==> config.mk <==
export PLATFORM = sky130hd
export DESIGN_NAME = mips_control_fsm
export DESIGN_NICKNAME = d
export VERILOG_FILES = /design/src/rtl/mips_control_fsm.sv
export SDC_FILE = /design/constraint.sdc
export NUM_CORES = 1
export LEC_CHECK = 0
export ABC_AREA = 1
export CAP_MARGIN = 0
export CORE_ASPECT_RATIO = 0.6
export CORE_UTILIZATION = 50
export DETAILED_ROUTE_END_ITERATION = 16
export PLACE_DENSITY_LB_ADDON = 0.3
export SETUP_SLACK_MARGIN = 0.2
export SLEW_MARGIN = 20
export SYNTH_ARGS = -nofsm -noshare
export SYNTH_HDL_FRONTEND = slang
export SYNTH_SLANG_ARGS = --single-unit
==> constraint.sdc <==
create_clock -name clk -period 3 [get_ports clk]
set_input_delay 0.6 -clock clk [delete_from_list [all_inputs] [get_ports clk]]
set_output_delay 0.6 -clock clk [all_outputs]
set_load 0.03 [all_outputs]
==> src/rtl/mips_control_fsm.sv <==
// rtl/mips_control_fsm.sv - multi-cycle MIPS main controller (FETCH-DECODE-EXEC-MEM-WB)
module mips_control_fsm #(
    parameter int COUNT_W         = 16,
    parameter bit HALT_ON_ILLEGAL = 1'b1
) (
    input  logic               clk,
    input  logic               reset,
    input  logic [5:0]         op,
    input  logic [5:0]         func,
    output logic               pc_en,
    output logic               branch,
    output logic               jump,
    output logic               ir_write,
    output logic               reg_dst,
    output logic               alu_src,
    output logic [3:0]         alu_ctrl,
    output logic               mem_read,
    output logic               mem_write,
    output logic               mem_to_reg,
    output logic               reg_write,
    output logic [2:0]         state,
    output logic               illegal,
    output logic [COUNT_W-1:0] instr_count
);

    typedef enum logic [2:0] {
        S_FETCH  = 3'd0,
        S_DECODE = 3'd1,
        S_EXEC   = 3'd2,
        S_MEM    = 3'd3,
        S_WB     = 3'd4,
        S_HALT   = 3'd5
    } state_t;

    typedef enum logic [2:0] {
        K_ILL, K_NOP, K_RALU, K_IALU, K_BEQ, K_J, K_LW, K_SW
    } kind_t;

    localparam logic [3:0] ALU_AND = 4'b0000;
    localparam logic [3:0] ALU_OR  = 4'b0001;
    localparam logic [3:0] ALU_ADD = 4'b0010;
    localparam logic [3:0] ALU_SUB = 4'b0110;
    localparam logic [3:0] ALU_SLT = 4'b0111;

    state_t     state_q;
    logic [5:0] ir_op;
    logic [5:0] ir_func;
    kind_t      kind;
    logic [3:0] r_alu;

    assign state = state_q;

    // Decode works only on the latched IR so live fetch fields cannot leak past FETCH.
    always_comb begin
        kind  = K_ILL;
        r_alu = ALU_ADD;
        case (ir_op)
            6'h00: begin
                case (ir_func)
                    6'h20, 6'h21: kind = K_RALU;
                    6'h22: begin kind = K_RALU; r_alu = ALU_SUB; end
                    6'h24: begin kind = K_RALU; r_alu = ALU_AND; end
                    6'h25: begin kind = K_RALU; r_alu = ALU_OR;  end
                    6'h2A: begin kind = K_RALU; r_alu = ALU_SLT; end
                    6'h00: kind = K_NOP;
                    default: kind = K_ILL;
                endcase
            end
            6'h08, 6'h09: kind = K_IALU;
            6'h04:        kind = K_BEQ;
            6'h02:        kind = K_J;
            6'h23:        kind = K_LW;
            6'h2B:        kind = K_SW;
            default:      kind = K_ILL;
        endcase
    end

    always_comb begin
        pc_en      = 1'b0;
        branch     = 1'b0;
        jump       = 1'b0;
        ir_write   = 1'b0;
        reg_dst    = 1'b0;
        alu_src    = 1'b0;
        alu_ctrl   = ALU_AND;
        mem_read   = 1'b0;
        mem_write  = 1'b0;
        mem_to_reg = 1'b0;
        reg_write  = 1'b0;
        if (!reset) begin
            case (state_q)
                S_FETCH:  ir_write = 1'b1;
                S_DECODE: pc_en = (kind == K_ILL) && !HALT_ON_ILLEGAL;
                S_EXEC: begin
                    case (kind)
                        K_BEQ: begin branch = 1'b1; pc_en = 1'b1; alu_ctrl = ALU_SUB; end
                        K_J:   begin jump = 1'b1; pc_en = 1'b1; end
                        K_NOP: pc_en = 1'b1;
                        K_RALU: begin reg_dst = 1'b1; alu_ctrl = r_alu; end
                        K_IALU, K_LW, K_SW: begin alu_src = 1'b1; alu_ctrl = ALU_ADD; end
                        default: ;
                    endcase
                end
                S_MEM: begin
                    alu_src  = 1'b1;
                    alu_ctrl = ALU_ADD;
                    if (kind == K_SW) begin
                        mem_write = 1'b1;
                        pc_en     = 1'b1;
                    end else begin
                        mem_read = 1'b1;
                    end
                end
                S_WB: begin
                    reg_write = 1'b1;
                    pc_en     = 1'b1;
                    if (kind == K_LW) begin
                        mem_to_reg = 1'b1;
                    end else if (kind == K_RALU) begin
                        reg_dst  = 1'b1;
                        alu_ctrl = r_alu;
                    end else begin
                        alu_src  = 1'b1;
                        alu_ctrl = ALU_ADD;
                    end
                end
                default: ;
            endcase
        end
    end

    always_ff @(posedge clk or posedge reset) begin
        if (reset) begin
            state_q     <= S_FETCH;
            ir_op       <= 6'd0;
            ir_func     <= 6'd0;
            illegal     <= 1'b0;
            instr_count <= '0;
        end else begin
            if (pc_en)
                instr_count <= instr_count + COUNT_W'(1);
            case (state_q)
                S_FETCH: begin
                    ir_op   <= op;
                    ir_func <= func;
                    state_q <= S_DECODE;
                end
                S_DECODE: begin
                    if (kind == K_ILL) begin
                        illegal <= 1'b1;
                        state_q <= HALT_ON_ILLEGAL ? S_HALT : S_FETCH;
                    end else begin
                        state_q <= S_EXEC;
                    end
                end
                S_EXEC: begin
                    case (kind)
                        K_RALU, K_IALU: state_q <= S_WB;
                        K_LW, K_SW:     state_q <= S_MEM;
                        default:        state_q <= S_FETCH;
                    endcase
                end
                S_MEM:   state_q <= (kind == K_LW) ? S_WB : S_FETCH;
                S_WB:    state_q <= S_FETCH;
                S_HALT:  state_q <= S_HALT;
                default: state_q <= S_FETCH;
            endcase
        end
    end

endmodule
Word level (Yosys, flattened, before mapping)
Index checks and enable logic that the tools add are counted.
{"block": "word_totals", "ff_bits": 32, "in_bits": 14, "word_cells": 85, "output_inout_bits": 34}
{"block": "classes", "n_reduce_logical": 11, "add_sub_neg": 1, "n_eq_ne": 24, "n_mux": 44}
{"operator": "== test 6 bit (second input constant)", "count": 8}
{"operator": "two-way mux 1 bit", "count": 28}
{"operator": "case mux 4 bit (3 select lines)", "count": 2}
{"operator": "== test 3 bit (second input constant)", "count": 6}
{"operator": "case mux 3 bit (6 select lines)", "count": 1}
{"operator": "adder 16 x 1 -> 16 bit (second input constant)", "count": 1}
{"operator": "case mux 3 bit (5 select lines)", "count": 1}
{"operator": "== test 3 x 2 -> 1 bit (second input constant)", "count": 4}
{"operator": "== test 6 x 4 -> 1 bit (second input constant)", "count": 2}
{"operator": "logical NOT 6 bit", "count": 2}
{"operator": "two-way mux 4 bit", "count": 3}
{"operator": "case mux 3 bit (4 select lines)", "count": 1}
{"operator": "two-way mux 3 bit", "count": 3}
{"operator": "== test 3 x 1 -> 1 bit (second input constant)", "count": 2}
{"operator": "== test 6 x 2 -> 1 bit (second input constant)", "count": 1}
{"operator": "== test 6 x 3 -> 1 bit (second input constant)", "count": 1}
{"operator": "logical NOT 3 bit", "count": 2}
{"operator": "case mux 1 bit (3 select lines)", "count": 2}
{"operator": "case mux 3 bit (2 select lines)", "count": 1}
{"operator": "OR reduction 2 bit", "count": 3}
{"operator": "OR reduction 3 bit", "count": 2}
{"operator": "OR reduction 6 bit", "count": 1}
{"operator": "case mux 2 bit (2 select lines)", "count": 1}
{"operator": "case mux 1 bit (2 select lines)", "count": 1}
{"operator": "AND reduction 2 bit", "count": 1}

Longest topological paths before layout
{"block": "logic_depth", "ltp_word": 9, "ltp_mapped": 11}

Worst setup path before layout
OpenSTA, ideal clock, no wires.
{"block": "synth_timing", "path_type": "input -> output", "start": "input port reset", "end": "output port mem_read", "cell_stages": 5, "required_ns": 2.400, "arrival_ns": 2.477, "setup_slack_ns": -0.077, "path_cell_list": "clkbuf_1 inv_1 clkbuf_1 nand3_1 inv_1"}
{"block": "synth_via", "elab_chain_cells": 1}
{"item": "start: declaration", "line_no": "7", "text": "input logic reset,"}
{"item": "two-way mux 1 bit", "line_no": "90", "text": "if (!reset) begin"}
{"item": "end: declaration", "line_no": "17", "text": "output logic mem_read,"}
Every way passes these cells.

Worst setup path after layout
{"block": "layout_timing", "start": "input port reset", "end": "output port jump"}
{"block": "layout_via", "elab_chain_cells": 1}
{"item": "two-way mux 1 bit", "line_no": "90"}
{"item": "end: declaration", "line_no": "12", "text": "output logic jump,"}
Every way passes these cells.

==> flow_metrics.env <==
export IMPL_synthArstFlopShare_pct=100
export IMPL_syn_nets=321
export IMPL_cpMostUsedCell="clkdlybuf4s50_1"
export IMPL_drtPass1Iterations=5
export IMPL_cts_sinks=32
export IMPL_power_w=0.00206
export IMPL_start_util_pct=54.8
export IMPL_cts_buffers=5
export IMPL_fp_dieH_um=52.2
export IMPL_grt_pass1_wl_um=9270
export IMPL_final_hold_viol_count=0
export IMPL_timing_fmax_ghz=0.368
export IMPL_powerDensity_nw_per_um2=743
export IMPL_ant_nets=0
export IMPL_track_usage_pct=27.7
export IMPL_rsz0062_at_grt="no"
export IMPL_dp_hpwl_um=4190
export IMPL_nNetsFinal=374
export IMPL_dieArea_um2=4470
export IMPL_synth_common_cells="77 x nand2_1, 48 x nor2_1, 46 x nand3_1"
export IMPL_crit_required_ps=2400
export IMPL_ys_seq_elements=32
export IMPL_fin_skew_ps=4.42
export IMPL_critPathCaptureType="output pin"
export IMPL_fill_cells=302
export IMPL_fp_row_count=17
export IMPL_cp_arrival_ps=2120
export IMPL_synth_edf_count=0
export IMPL_critical_path_top_delay_family="buffers and inverters"
export IMPL_path_clk_slew_ps=70
export IMPL_finalMaxSlewViolations=0
export IMPL_worstSkewPairLatency_ps=290
export IMPL_cts_buffer_depth=2
export IMPL_fin_util_pct=72.4
export IMPL_holdWs_ps=484
export IMPL_worst_path_max_delay_cell="clkdlybuf4s50_1"
export IMPL_leakagePower_nw=1.43
export IMPL_fp_coreArea_um2=3830
export IMPL_cts_htree_levels=2
export IMPL_root_buffer="clkbuf_8"
export IMPL_ys_seq_area_share_pct=38.2
export IMPL_synthTopCellsByArea="dfrtp_1 38%, nand2_1 14%, nand3_1 11%"
export IMPL_overflow=0
export IMPL_synthCells=306
export IMPL_cp_cell_sequence="clkdlybuf4s50_1 -> buf_4 -> nor3_1 -> clkdlybuf4s50_1"
export IMPL_grt_pass1_vias=1897
export IMPL_detail_route_wl_per_cell_um=13.9
export IMPL_via_count=2190
export IMPL_finalSetupViolCount=0
export IMPL_synthFlopType="dfrtp_1"
export IMPL_io_pins=48
export IMPL_peakVddDrop_mv=0.440
export IMPL_path_max_fanout=7
export IMPL_via_per_inst=5.38
export IMPL_cts_tree="built"
export IMPL_post_route_min_period_ps=2720
export IMPL_synth_cell_area_um2=2100
export IMPL_grt_start_max_net_pins=27
export IMPL_synth_most_common_cell="nand2_1"
export IMPL_max_cap_violations=0
export IMPL_yosys_area_top_type_share_pct=38.2
export IMPL_syn2layout_area_growth_pct=32.1
export IMPL_yosys_warnings=0
export IMPL_drtIter0Drc=198
export IMPL_critPathBufInv=3
export IMPL_stdcell_area_um2=2770
export IMPL_synth_cell_types=25
export IMPL_placed_cell_area_um2=2630
export IMPL_antenna_cells=0
export IMPL_die_x_um=85.6
export IMPL_portBuffers=46
export IMPL_critical_path_class="in2out"
export IMPL_fin_crit_sh_pct=90.5
export IMPL_drc=0
export IMPL_syn_avg_cell_area_um2=6.86
export IMPL_outcome="complete, no violations"
export IMPL_layout_drive_gt1_share_pct=9.17
export IMPL_min_path_type="reg2reg"
export IMPL_slowest_delay_ps=710
export IMPL_yosys_area_top_type="dfrtp_1"
export IMPL_antenna_found_initial=0
export IMPL_setup_tns_ps=0
export IMPL_postRouteWirelength_um=5640
export IMPL_critical_path_startpoint_type="primary input"
export IMPL_globalplace_congestion=0.917
registers in the layout, summed over array words and instances, names as in the netlist:
register     count
ir_op            6
ir_func          6
instr_count     16
state            3
illegal          1
cell families (layout without fill, tap and decap cells):
group / Yosys count / after routing / share of synthesized area [%]
AOI/OAI and AO/OA: 16 / 16 / 4.47
muxes: 2 / 2 / 1.07
DFF: 32 / 32 / 38.2
other: 1 / 1 / 0.179
and+or+nand+nor: 196 / 196 / 41.3
adders and majority gates: 1 / 1 / 0.596
xor gates and xnor gates: 13 / 13 / 5.43
buffers and inverters: 45 / 99 / 8.77
worst paths after layout:
check                                startpoint  cells after the start                         end  slack, ps
min in group asynchronous                 reset                      3      ir_func[2]$_DFFE_PP0N_        760
setup reg to reg           ir_op[2]$_DFFE_PP0N_                      9  instr_count[3]$_DFFE_PP0P_       1200
max in group asynchronous                 reset                      3  instr_count[5]$_DFFE_PP0P_       1920
setup / recovery                          reset                      4                        jump        280
hold reg to reg             illegal$_DFFE_PP0P_                      2         illegal$_DFFE_PP0P_        480
hold / removal              illegal$_DFFE_PP0P_                      2         illegal$_DFFE_PP0P_        480
timing repair:
item | CTS | global route
setup endpoints to repair | 7 | 6
buffers inserted | 0 | 1
hold buffers | 0 | 0
pin swaps | 0 | 1
gates resized for setup | 8 | 16
report_power, final:
group | switching [W] | internal (W)
Combinational | 0.000614 | 0.000334
Sequential | 0.000145 | 0.000553
Clock | 0.000170 | 0.000246
Total | 0.000929 | 0.00113
metrics by stage:
| step | instances | worst slack (ps) |
|---|---|---|
| 3_3_place_gp | 398 | 169 |
| 4_1_cts | 406 | 252 |
| 6_report | 407 | 284 |
| 3_5_place_dp | 398 | 113 |
| 2_1_floorplan | 306 | 502 |
| 5_1_grt | 407 | 184 |
per-layer routing:
metal / GRT usage [%] / wire [um] / up-vias
li1: - / - / 1080
met1: 43.4 / 2850 / 1002
met2: 36.7 / 2240 / 100
met3: 7.40 / 486 / 8
met4: 7.50 / 70 / 0
met5: 0 / 0 / -
area by class of cell:
cell class | instances | area [um2] | share of cell area [%]
Clock buffer | 5 | 68.8 | 2.48
Clock inverter | 3 | 42.5 | 1.53
Inverter | 37 | 139 | 5.01
Multi-Input combinational cell | 229 | 1150 | 41.6
Sequential cell | 32 | 801 | 28.9
Tap cell | 47 | 58.8 | 2.12
Timing Repair Buffer | 54 | 510 | 18.4
worst reg2reg max path, delay by kind of cell (launching register included):
kind / cells / cell delay, ps
simple gates: 6 / 780
compound gates: 1 / 150
buf+inv: 2 / 390
flops: 1 / 430
layout by cell type, fill, tap and decap left out, types with 6 or more instances in the layout:
cell type,synthesis,layout
buf_4,2,8
nand3_1,46,46
nand4_1,8,8
dfrtp_1,32,32
nand2_1,77,76
nor2_1,48,44
inv_1,37,36
a21oi_1,12,12
nor3_1,6,6
clkdlybuf4s50_1,0,37
xor2_1,8,8
Power figures use the tool's default switching activity.
